--- config.mk ---
export PLATFORM = sky130hd
export DESIGN_NAME = mem_port_arbiter_flat
export DESIGN_NICKNAME = d
export VERILOG_FILES = /design/src/rtl/mem_port_arbiter_if.sv /design/src/rtl/mem_port_arbiter.sv /design/src/flat_wrapper.sv
export SDC_FILE = /design/constraint.sdc
export NUM_CORES = 1
export LEC_CHECK = 0
export ABC_AREA = 1
export CORE_AREA = 2 2 123 125
export DETAILED_ROUTE_END_ITERATION = 16
export DIE_AREA = 0 0 125 127
export PLACE_DENSITY = 0.57
export SLEW_MARGIN = 10
export SYNTH_ARGS = -nofsm -noshare
export SYNTH_HDL_FRONTEND = slang
export SYNTH_SLANG_ARGS = --single-unit
--- constraint.sdc ---
create_clock -name clk -period 1.5 [get_ports clk]
set_clock_uncertainty 0.2 [all_clocks]
set_input_delay 0.225 -clock clk [delete_from_list [all_inputs] [get_ports clk]]
set_output_delay 0.225 -clock clk [all_outputs]
set_load 0.01 [all_outputs]
--- src/rtl/mem_port_arbiter_if.sv ---
// Request/response bundle used three times around the arbiter: once for the
// fetch requester, once for the data requester and once for the shared
// memory port toward the bus bridge. The requesting side drives the request
// fields; the responding side drives the handshakes and the read data.
interface mem_port_arbiter_if;
    logic        req;
    logic        wr;
    logic [1:0]  size;
    logic [3:0]  wstrb;
    logic [31:0] addr;
    logic [31:0] wdata;
    logic        addr_ok;
    logic        data_ok;
    logic [31:0] rdata;

    modport master (
        output req, wr, size, wstrb, addr, wdata,
        input  addr_ok, data_ok, rdata
    );

    modport slave (
        input  req, wr, size, wstrb, addr, wdata,
        output addr_ok, data_ok, rdata
    );
endinterface

--- src/rtl/mem_port_arbiter.sv ---
// Shares one sram-like memory port between the instruction-fetch and the
// data-access requesters. One transaction at a time: grant (IDLE decision),
// address handshake (ADDR), data return (DATA). Data has fixed priority over
// fetch, but only for MAX_DATA_STREAK consecutive grants while a fetch is
// waiting; after that the fetch is granted so it always makes progress.
module mem_port_arbiter #(
    parameter int unsigned MAX_DATA_STREAK = 4
) (
    input  logic               clk,
    input  logic               reset,
    mem_port_arbiter_if.slave  inst_port,
    mem_port_arbiter_if.slave  data_port,
    mem_port_arbiter_if.master mem_port
);

    localparam logic [3:0] STREAK_MAX_C = 4'(MAX_DATA_STREAK);
    localparam logic       OWNER_INST_C = 1'b0;
    localparam logic       OWNER_DATA_C = 1'b1;

    typedef enum logic [1:0] {
        IDLE = 2'd0,
        ADDR = 2'd1,
        DATA = 2'd2
    } state_t;

    state_t     state_r;
    state_t     state_next_s;
    logic       owner_r;
    logic       owner_next_s;
    logic [3:0] streak_r;
    logic [3:0] streak_next_s;
    logic       grant_data_s;
    logic       grant_inst_s;

    // Saturating increment of the data-grant streak.
    function automatic logic [3:0] streak_inc(input logic [3:0] cur, input logic [3:0] lim);
        logic [3:0] res;
        if (cur >= lim) begin
            res = lim;
        end else begin
            res = cur + 4'd1;
        end
        return res;
    endfunction

    // Priority decision: data wins unless a fetch is waiting and data already
    // used up its streak allowance. Only consumed while in IDLE.
    always_comb begin
        grant_data_s = 1'b0;
        grant_inst_s = 1'b0;
        if (data_port.req && (!inst_port.req || (streak_r < STREAK_MAX_C))) begin
            grant_data_s = 1'b1;
        end else if (inst_port.req) begin
            grant_inst_s = 1'b1;
        end else begin
            grant_data_s = 1'b0;
            grant_inst_s = 1'b0;
        end
    end

    // Next-state, owner and streak computation for the three-phase sequence.
    always_comb begin
        state_next_s  = state_r;
        owner_next_s  = owner_r;
        streak_next_s = streak_r;
        case (state_r)
            IDLE: begin
                if (grant_data_s) begin
                    state_next_s = ADDR;
                    owner_next_s = OWNER_DATA_C;
                    if (inst_port.req) begin
                        streak_next_s = streak_inc(streak_r, STREAK_MAX_C);
                    end else begin
                        streak_next_s = 4'd0;
                    end
                end else if (grant_inst_s) begin
                    state_next_s  = ADDR;
                    owner_next_s  = OWNER_INST_C;
                    streak_next_s = 4'd0;
                end else begin
                    state_next_s  = IDLE;
                    streak_next_s = 4'd0;
                end
            end
            ADDR: begin
                // The owner must keep req up until addr_ok; if it drops it
                // anyway we keep presenting the captured owner's fields.
                if (mem_port.addr_ok) begin
                    state_next_s = DATA;
                end else begin
                    state_next_s = ADDR;
                end
            end
            DATA: begin
                if (mem_port.data_ok) begin
                    state_next_s = IDLE;
                end else begin
                    state_next_s = DATA;
                end
            end
            default: begin
                state_next_s  = IDLE;
                owner_next_s  = OWNER_INST_C;
                streak_next_s = 4'd0;
            end
        endcase
    end

    // State, owner and streak registers with synchronous reset.
    always_ff @(posedge clk) begin
        if (reset) begin
            state_r  <= IDLE;
            owner_r  <= OWNER_INST_C;
            streak_r <= 4'd0;
        end else begin
            state_r  <= state_next_s;
            owner_r  <= owner_next_s;
            streak_r <= streak_next_s;
        end
    end

    // Port steering: request fields go out only in ADDR, handshakes and read
    // data reach only the owner, everything else is held at zero.
    always_comb begin
        mem_port.req       = 1'b0;
        mem_port.wr        = 1'b0;
        mem_port.size      = 2'd0;
        mem_port.wstrb     = 4'd0;
        mem_port.addr      = 32'd0;
        mem_port.wdata     = 32'd0;
        inst_port.addr_ok  = 1'b0;
        inst_port.data_ok  = 1'b0;
        inst_port.rdata    = 32'd0;
        data_port.addr_ok  = 1'b0;
        data_port.data_ok  = 1'b0;
        data_port.rdata    = 32'd0;
        case (state_r)
            IDLE: begin
                mem_port.req = 1'b0;
            end
            ADDR: begin
                mem_port.req = 1'b1;
                if (owner_r == OWNER_DATA_C) begin
                    mem_port.wr       = data_port.wr;
                    mem_port.size     = data_port.size;
                    mem_port.wstrb    = data_port.wstrb;
                    mem_port.addr     = data_port.addr;
                    mem_port.wdata    = data_port.wdata;
                    data_port.addr_ok = mem_port.addr_ok;
                end else begin
                    mem_port.wr       = inst_port.wr;
                    mem_port.size     = inst_port.size;
                    mem_port.wstrb    = inst_port.wstrb;
                    mem_port.addr     = inst_port.addr;
                    mem_port.wdata    = inst_port.wdata;
                    inst_port.addr_ok = mem_port.addr_ok;
                end
            end
            DATA: begin
                // A data_ok seen while still in ADDR never lands here, so a
                // premature slave response is not forwarded.
                if (owner_r == OWNER_DATA_C) begin
                    data_port.data_ok = mem_port.data_ok;
                    data_port.rdata   = mem_port.rdata;
                end else begin
                    inst_port.data_ok = mem_port.data_ok;
                    inst_port.rdata   = mem_port.rdata;
                end
            end
            default: begin
                mem_port.req = 1'b0;
            end
        endcase
    end

endmodule

--- src/flat_wrapper.sv ---
// flat-port wrapper written by rule: the top's interface ports become plain ports
module mem_port_arbiter_flat 
#(
    parameter int unsigned MAX_DATA_STREAK = 4
)
  (clk, reset, inst_port_req, inst_port_wr, inst_port_size, inst_port_wstrb, inst_port_addr, inst_port_wdata, inst_port_addr_ok, inst_port_data_ok, inst_port_rdata, data_port_req, data_port_wr, data_port_size, data_port_wstrb, data_port_addr, data_port_wdata, data_port_addr_ok, data_port_data_ok, data_port_rdata, mem_port_req, mem_port_wr, mem_port_size, mem_port_wstrb, mem_port_addr, mem_port_wdata, mem_port_addr_ok, mem_port_data_ok, mem_port_rdata);
  mem_port_arbiter_if inst_port_i ();
  mem_port_arbiter_if data_port_i ();
  mem_port_arbiter_if mem_port_i ();
  input  logic clk;
  input  logic reset;
  input wire logic [$bits(inst_port_i.req)-1:0] inst_port_req;
  input wire logic [$bits(inst_port_i.wr)-1:0] inst_port_wr;
  input wire logic [$bits(inst_port_i.size)-1:0] inst_port_size;
  input wire logic [$bits(inst_port_i.wstrb)-1:0] inst_port_wstrb;
  input wire logic [$bits(inst_port_i.addr)-1:0] inst_port_addr;
  input wire logic [$bits(inst_port_i.wdata)-1:0] inst_port_wdata;
  output wire logic [$bits(inst_port_i.addr_ok)-1:0] inst_port_addr_ok;
  output wire logic [$bits(inst_port_i.data_ok)-1:0] inst_port_data_ok;
  output wire logic [$bits(inst_port_i.rdata)-1:0] inst_port_rdata;
  input wire logic [$bits(data_port_i.req)-1:0] data_port_req;
  input wire logic [$bits(data_port_i.wr)-1:0] data_port_wr;
  input wire logic [$bits(data_port_i.size)-1:0] data_port_size;
  input wire logic [$bits(data_port_i.wstrb)-1:0] data_port_wstrb;
  input wire logic [$bits(data_port_i.addr)-1:0] data_port_addr;
  input wire logic [$bits(data_port_i.wdata)-1:0] data_port_wdata;
  output wire logic [$bits(data_port_i.addr_ok)-1:0] data_port_addr_ok;
  output wire logic [$bits(data_port_i.data_ok)-1:0] data_port_data_ok;
  output wire logic [$bits(data_port_i.rdata)-1:0] data_port_rdata;
  output wire logic [$bits(mem_port_i.req)-1:0] mem_port_req;
  output wire logic [$bits(mem_port_i.wr)-1:0] mem_port_wr;
  output wire logic [$bits(mem_port_i.size)-1:0] mem_port_size;
  output wire logic [$bits(mem_port_i.wstrb)-1:0] mem_port_wstrb;
  output wire logic [$bits(mem_port_i.addr)-1:0] mem_port_addr;
  output wire logic [$bits(mem_port_i.wdata)-1:0] mem_port_wdata;
  input wire logic [$bits(mem_port_i.addr_ok)-1:0] mem_port_addr_ok;
  input wire logic [$bits(mem_port_i.data_ok)-1:0] mem_port_data_ok;
  input wire logic [$bits(mem_port_i.rdata)-1:0] mem_port_rdata;
  assign inst_port_i.req = inst_port_req;
  assign inst_port_i.wr = inst_port_wr;
  assign inst_port_i.size = inst_port_size;
  assign inst_port_i.wstrb = inst_port_wstrb;
  assign inst_port_i.addr = inst_port_addr;
  assign inst_port_i.wdata = inst_port_wdata;
  assign inst_port_addr_ok = inst_port_i.addr_ok;
  assign inst_port_data_ok = inst_port_i.data_ok;
  assign inst_port_rdata = inst_port_i.rdata;
  assign data_port_i.req = data_port_req;
  assign data_port_i.wr = data_port_wr;
  assign data_port_i.size = data_port_size;
  assign data_port_i.wstrb = data_port_wstrb;
  assign data_port_i.addr = data_port_addr;
  assign data_port_i.wdata = data_port_wdata;
  assign data_port_addr_ok = data_port_i.addr_ok;
  assign data_port_data_ok = data_port_i.data_ok;
  assign data_port_rdata = data_port_i.rdata;
  assign mem_port_req = mem_port_i.req;
  assign mem_port_wr = mem_port_i.wr;
  assign mem_port_size = mem_port_i.size;
  assign mem_port_wstrb = mem_port_i.wstrb;
  assign mem_port_addr = mem_port_i.addr;
  assign mem_port_wdata = mem_port_i.wdata;
  assign mem_port_i.addr_ok = mem_port_addr_ok;
  assign mem_port_i.data_ok = mem_port_data_ok;
  assign mem_port_i.rdata = mem_port_rdata;
  mem_port_arbiter #(.MAX_DATA_STREAK(MAX_DATA_STREAK)) u_core (.clk(clk), .reset(reset), .inst_port(inst_port_i), .data_port(data_port_i), .mem_port(mem_port_i));
endmodule
Word level (Yosys, flattened, before mapping). Cells that the tools add are included.

Word-level logic and storage cells: 54. Register bits: 7. Bits in read-only memories: 0. Output and inout port bits: 140. Memories: 0. Bits in latches: 0. Input port bits: 180. Memory bits (writable): 0.

Multiply operators: 0. Shift operators: 0. Muxes and demuxes: 38. Divide/modulo/power cells: 0. Bitwise logic cells: 1. Magnitude comparators: 2. Reduce and logical (&&, ||, !) cells: 6. Eq/ne operators: 3. Add/sub/neg operators: 1.

Operator list (number): 32-bit 2-to-1 mux (8); 4-bit 2-to-1 mux (5); 1-bit 2-to-1 mux (17); 2-bit 2-to-1 mux (5); 4-bit one-hot mux with 2 select lines (1); 2-bit one-hot mux with 3 select lines (1); 4-bit by 1-bit adder with 4-bit output (second input constant) (1); 4-bit by 3-bit >= comparator with 1-bit output (second input constant) (1); 4-bit by 3-bit less-than comparator with 1-bit output (second input constant) (1); 3-bit by 1-bit != test with 1-bit output (second input constant) (1); 2-bit by 1-bit equality test with 1-bit output (second input constant) (1); 2-bit equality test (second input constant) (1); 2-bit logical NOT (1); 1-bit one-hot mux with 2 select lines (1); 2-bit AND reduction (1); 2-bit OR reduction (1); 1-bit logical AND (1); 1-bit logical NOT (1); 1-bit logical OR (1); 1-bit NOT (1).

Longest topological paths before layout.
Word-level depth: 7. Mapped depth: 8. Depth with buffers taken out: 8.

Worst setup path before layout. OpenSTA, ideal clock, no wires.

Path type: reg-to-output. Start point: register u_core.state_r[1]. End point: output port mem_port_wdata[0]. Arrival: 1.220 ns. Stages on the path, launching flop included: 7. Data required time: 1.075 ns. Slack: -0.145 ns. Buffers on the path: 2. Cells stage by stage: dfxtp_1 -> inv_1 -> ha_1 -> buf_4 -> clkbuf_1 -> o21ai_0 -> nor2_1.

Cells in the longest elaborated chain, start to end: 2.

RTL lines: start: declaration (RTL line mem_port_arbiter.sv:26) `state_t state_r;`; start signal: assignment (RTL line mem_port_arbiter.sv:116) `state_r <= state_next_s;`; 2-bit by 1-bit equality test with 1-bit output (RTL line mem_port_arbiter.sv:137) `case (state_r)`; 32-bit 2-to-1 mux (RTL line mem_port_arbiter.sv:137); end: declaration (RTL line flat_wrapper.sv:35) `output wire logic [$bits(mem_port_i.wdata)-1:0] mem_port_wdata;`.

No other way between the ends.

Worst setup path after layout.
Start point: register u_core.state_r[0]. End point: output port mem_port_wdata[23].

The elaborated chain is that of the path after synthesis.

==> flow_metrics.tcl <==
set metrics [dict create \
    globalplace.congestion 0.769 \
    ir_drop_mv 0.659 \
    viasPerCell 3.95 \
    grt_pass1_vias 3569 \
    cts_buffers 3 \
    gr-usage-all-layers_pct 16.0 \
    tightest_slew_ns 0.290 \
    synth_top_cell_by_area "nor2_1" \
    start_kind "flop" \
    wire_per_inst_um 14.6 \
    path_buf_inv 4 \
    worstPathRequired_ns 1.07 \
    drc 0 \
    setup_slack_ns -0.391 \
    violations "negative setup slack" \
    max_freq_mhz 529 \
    critPathKind "reg2out" \
    grt_overflow 0 \
    finalSetupViolCount 140 \
    cts_tree "built" \
    crit_arrival_ns 1.47 \
    synth_edf_count 0 \
    start_util_pct 13.8 \
    maxCapViolCount 0 \
    synth_top_family_by_area "simple AND/OR/NAND/NOR gates" \
    drv_slew 0 \
    port_buffers 319 \
    endpoint_kind "output port" \
    cts-root-buf "clkbuf_16" \
    seq_area_um2 149 \
    cts.sinks 7 \
    yosysMostFrequentCell "nor2_1" \
    dp_slack_ns -0.666 \
    design_area_um2 5870 \
    die_area_um2 15900 \
    cts.htree.levels 1 \
    synthTopCellsByCount "nor2_1 (187), o21ai_0 (75), inv_1 (43), nor2_2 (30), buf_6 (14)" \
    row_count 44 \
    synth_area_um2 1990 \
    placed_area_um2 5480 \
    final_antenna_net_count 0 \
    antenna_found_initial 0 \
    synthTopCellsByArea "nor2_1 (35%), o21ai_0 (19%), nor2_2 (9.4%)" \
    path_clk_slew_ns 0.04 \
    synth_cell_types 17 \
    synthCells 398 \
    period_minus_slack_ns 1.89 \
    synth_fa_ha_area_share_pct 3.14 \
    powerDensity_nw_per_um2 475 \
    power_w 0.00278 \
    pin_count 320 \
    max_stage_delay_ns 0.35 \
    cts_buffer_depth 2 \
    multi_input_area_um2 1710 \
    ys.flop_type "dfxtp_1" \
    fp.dieW_um 125 \
    area_growth_pct 194 \
    vias 3724 \
    post-route-util_pct 40.7 \
    muxShareOfSynthArea_pct 0 \
    crit_chain "buf_6, ha_4, buf_8, clkbuf_16, o21ai_0, nor2_1, buf_2" \
    synth-xor-area-share_pct 0 \
    rsz0062_at_grt "true" \
    drt_iter0_markers 154 \
    ys_seq_elements 7 \
    synth-compound-area-share_pct 19.6 \
    core-area_um2 14400 \
    seq_area_frac_synth_pct 7.03 \
    run_status "finished with violations" \
    syn_nets 583 \
    ys_warn_count 0 \
    nNetsFinal 945 \
    async_reset_ff_share_pct 0 \
    relSlewSlack_pct 80.7 \
    routed_wl_um 13800 \
    clkLatencyLatePin_ns 0.23 \
    power.leakage_nw 2.90 \
    firstDrtPassIters 4 \
    crit_family "buffers and inverters" \
    postSynthAreaPerCell_um2 5.01 \
    place_hpwl_um 9980 \
    drive_above_1_share_pct 36.4 \
    grt_start_max_net_pins 68 \
    hold_viol 0 \
    synth-simple-area-share_pct 49.4 \
    dieHeight_um 127 \
    fillers 1559 \
    crit_slowest_cell "dfxtp_2" \
    timing.final.crit_share_pct 126 \
    num_antenna_cells 0 \
    cp_max_fo 5 \
    synth_top_area_share_pct 35.2 \
    hp-class "reg2reg" \
    grt_pass1_wl_um 20500 \
]
per-layer routing:
layer	GRT usage [%]	wire length, um	up-vias
met4	2.35	207	0
met3	2.64	771	18
met5	0	0	-
li1	-	-	1955
met1	20.0	5660	1610
met2	29.3	7150	141
sequential cells by signal, indices dropped and copies added (netlist names):
| register | flops |
|---|---|
| u_core.streak_r | 4 |
| u_core.state_r | 2 |
| u_core.owner_r | 1 |
worst paths after layout:
kind                      start  cells past startpoint                  to  slack [ns]
min reg2reg  u_core.streak_r[3]                      2  u_core.streak_r[3]        0.24
min          u_core.streak_r[3]                      2  u_core.streak_r[3]        0.24
max           u_core.state_r[0]                      7  mem_port_wdata[23]       -0.39
max reg2reg   u_core.state_r[0]                      7   u_core.state_r[1]        0.07
per-stage QoR:
| step | hold WS, ns | setup TNS (ns) | cells |
|---|---|---|---|
| floorplan | 0.0970 | 0 | 398 |
| global placement | 0.227 | -72.04 | 899 |
| detailed placement | 0.229 | -75.94 | 899 |
| CTS | 0.242 | -45.97 | 941 |
| global route | 0.264 | -53.37 | 943 |
| finish | 0.236 | -42.82 | 943 |
layout make-up:
| class | instances | area share (%) |
|---|---|---|
| tap | 184 | 3.92 |
| clock buffer | 4 | 1.34 |
| sequential | 7 | 2.54 |
| multi-input combinational | 320 | 29.1 |
| inverter | 44 | 3.13 |
| timing repair inverter | 1 | 0.149 |
| timing repair buffer | 383 | 59.8 |
worst register-to-register path, cell delays in order, from the launching register on:
cell and delay (ns):
dfxtp_2 0.35, buf_6 0.10, ha_4 0.16, buf_12 0.12
buf_12 0.12, nand2_2 0.07, buf_4 0.13, a21oi_1 0.10
repair_timing:
action | CTS | global route
buffers inserted | 27 | 5
gates resized for setup | 622 | 99
endpoints found under the setup margin | 145 | 146
pin swaps | 14 | 37
hold buffers | 0 | 0
endpoints found under the hold margin | 0 | 0
gates cloned | 11 | 1
cells by family after synthesis:
logic type      after synthesis
compound gates               78
simple gates                235
flops                         7
fa+ha+maj                     5
buf+inv                      73
cells in the final DEF (no fill, tap or decap), drive strengths merged:
cell,count
nand3b,1
nand3,5
nor2,217
ha,5
inv,45
clkdlybuf4s50,179
a21oi,3
dfxtp,7
or2,1
o21ai,75
nand2,13
buf,203
clkbuf,5
report_power, final:
group          switching, W  internal (W)
sequential        0.0000137      0.000199
combinational      0.000967       0.00115
clock              0.000104      0.000354
Note: power is estimated with default switching activity, not from simulation.
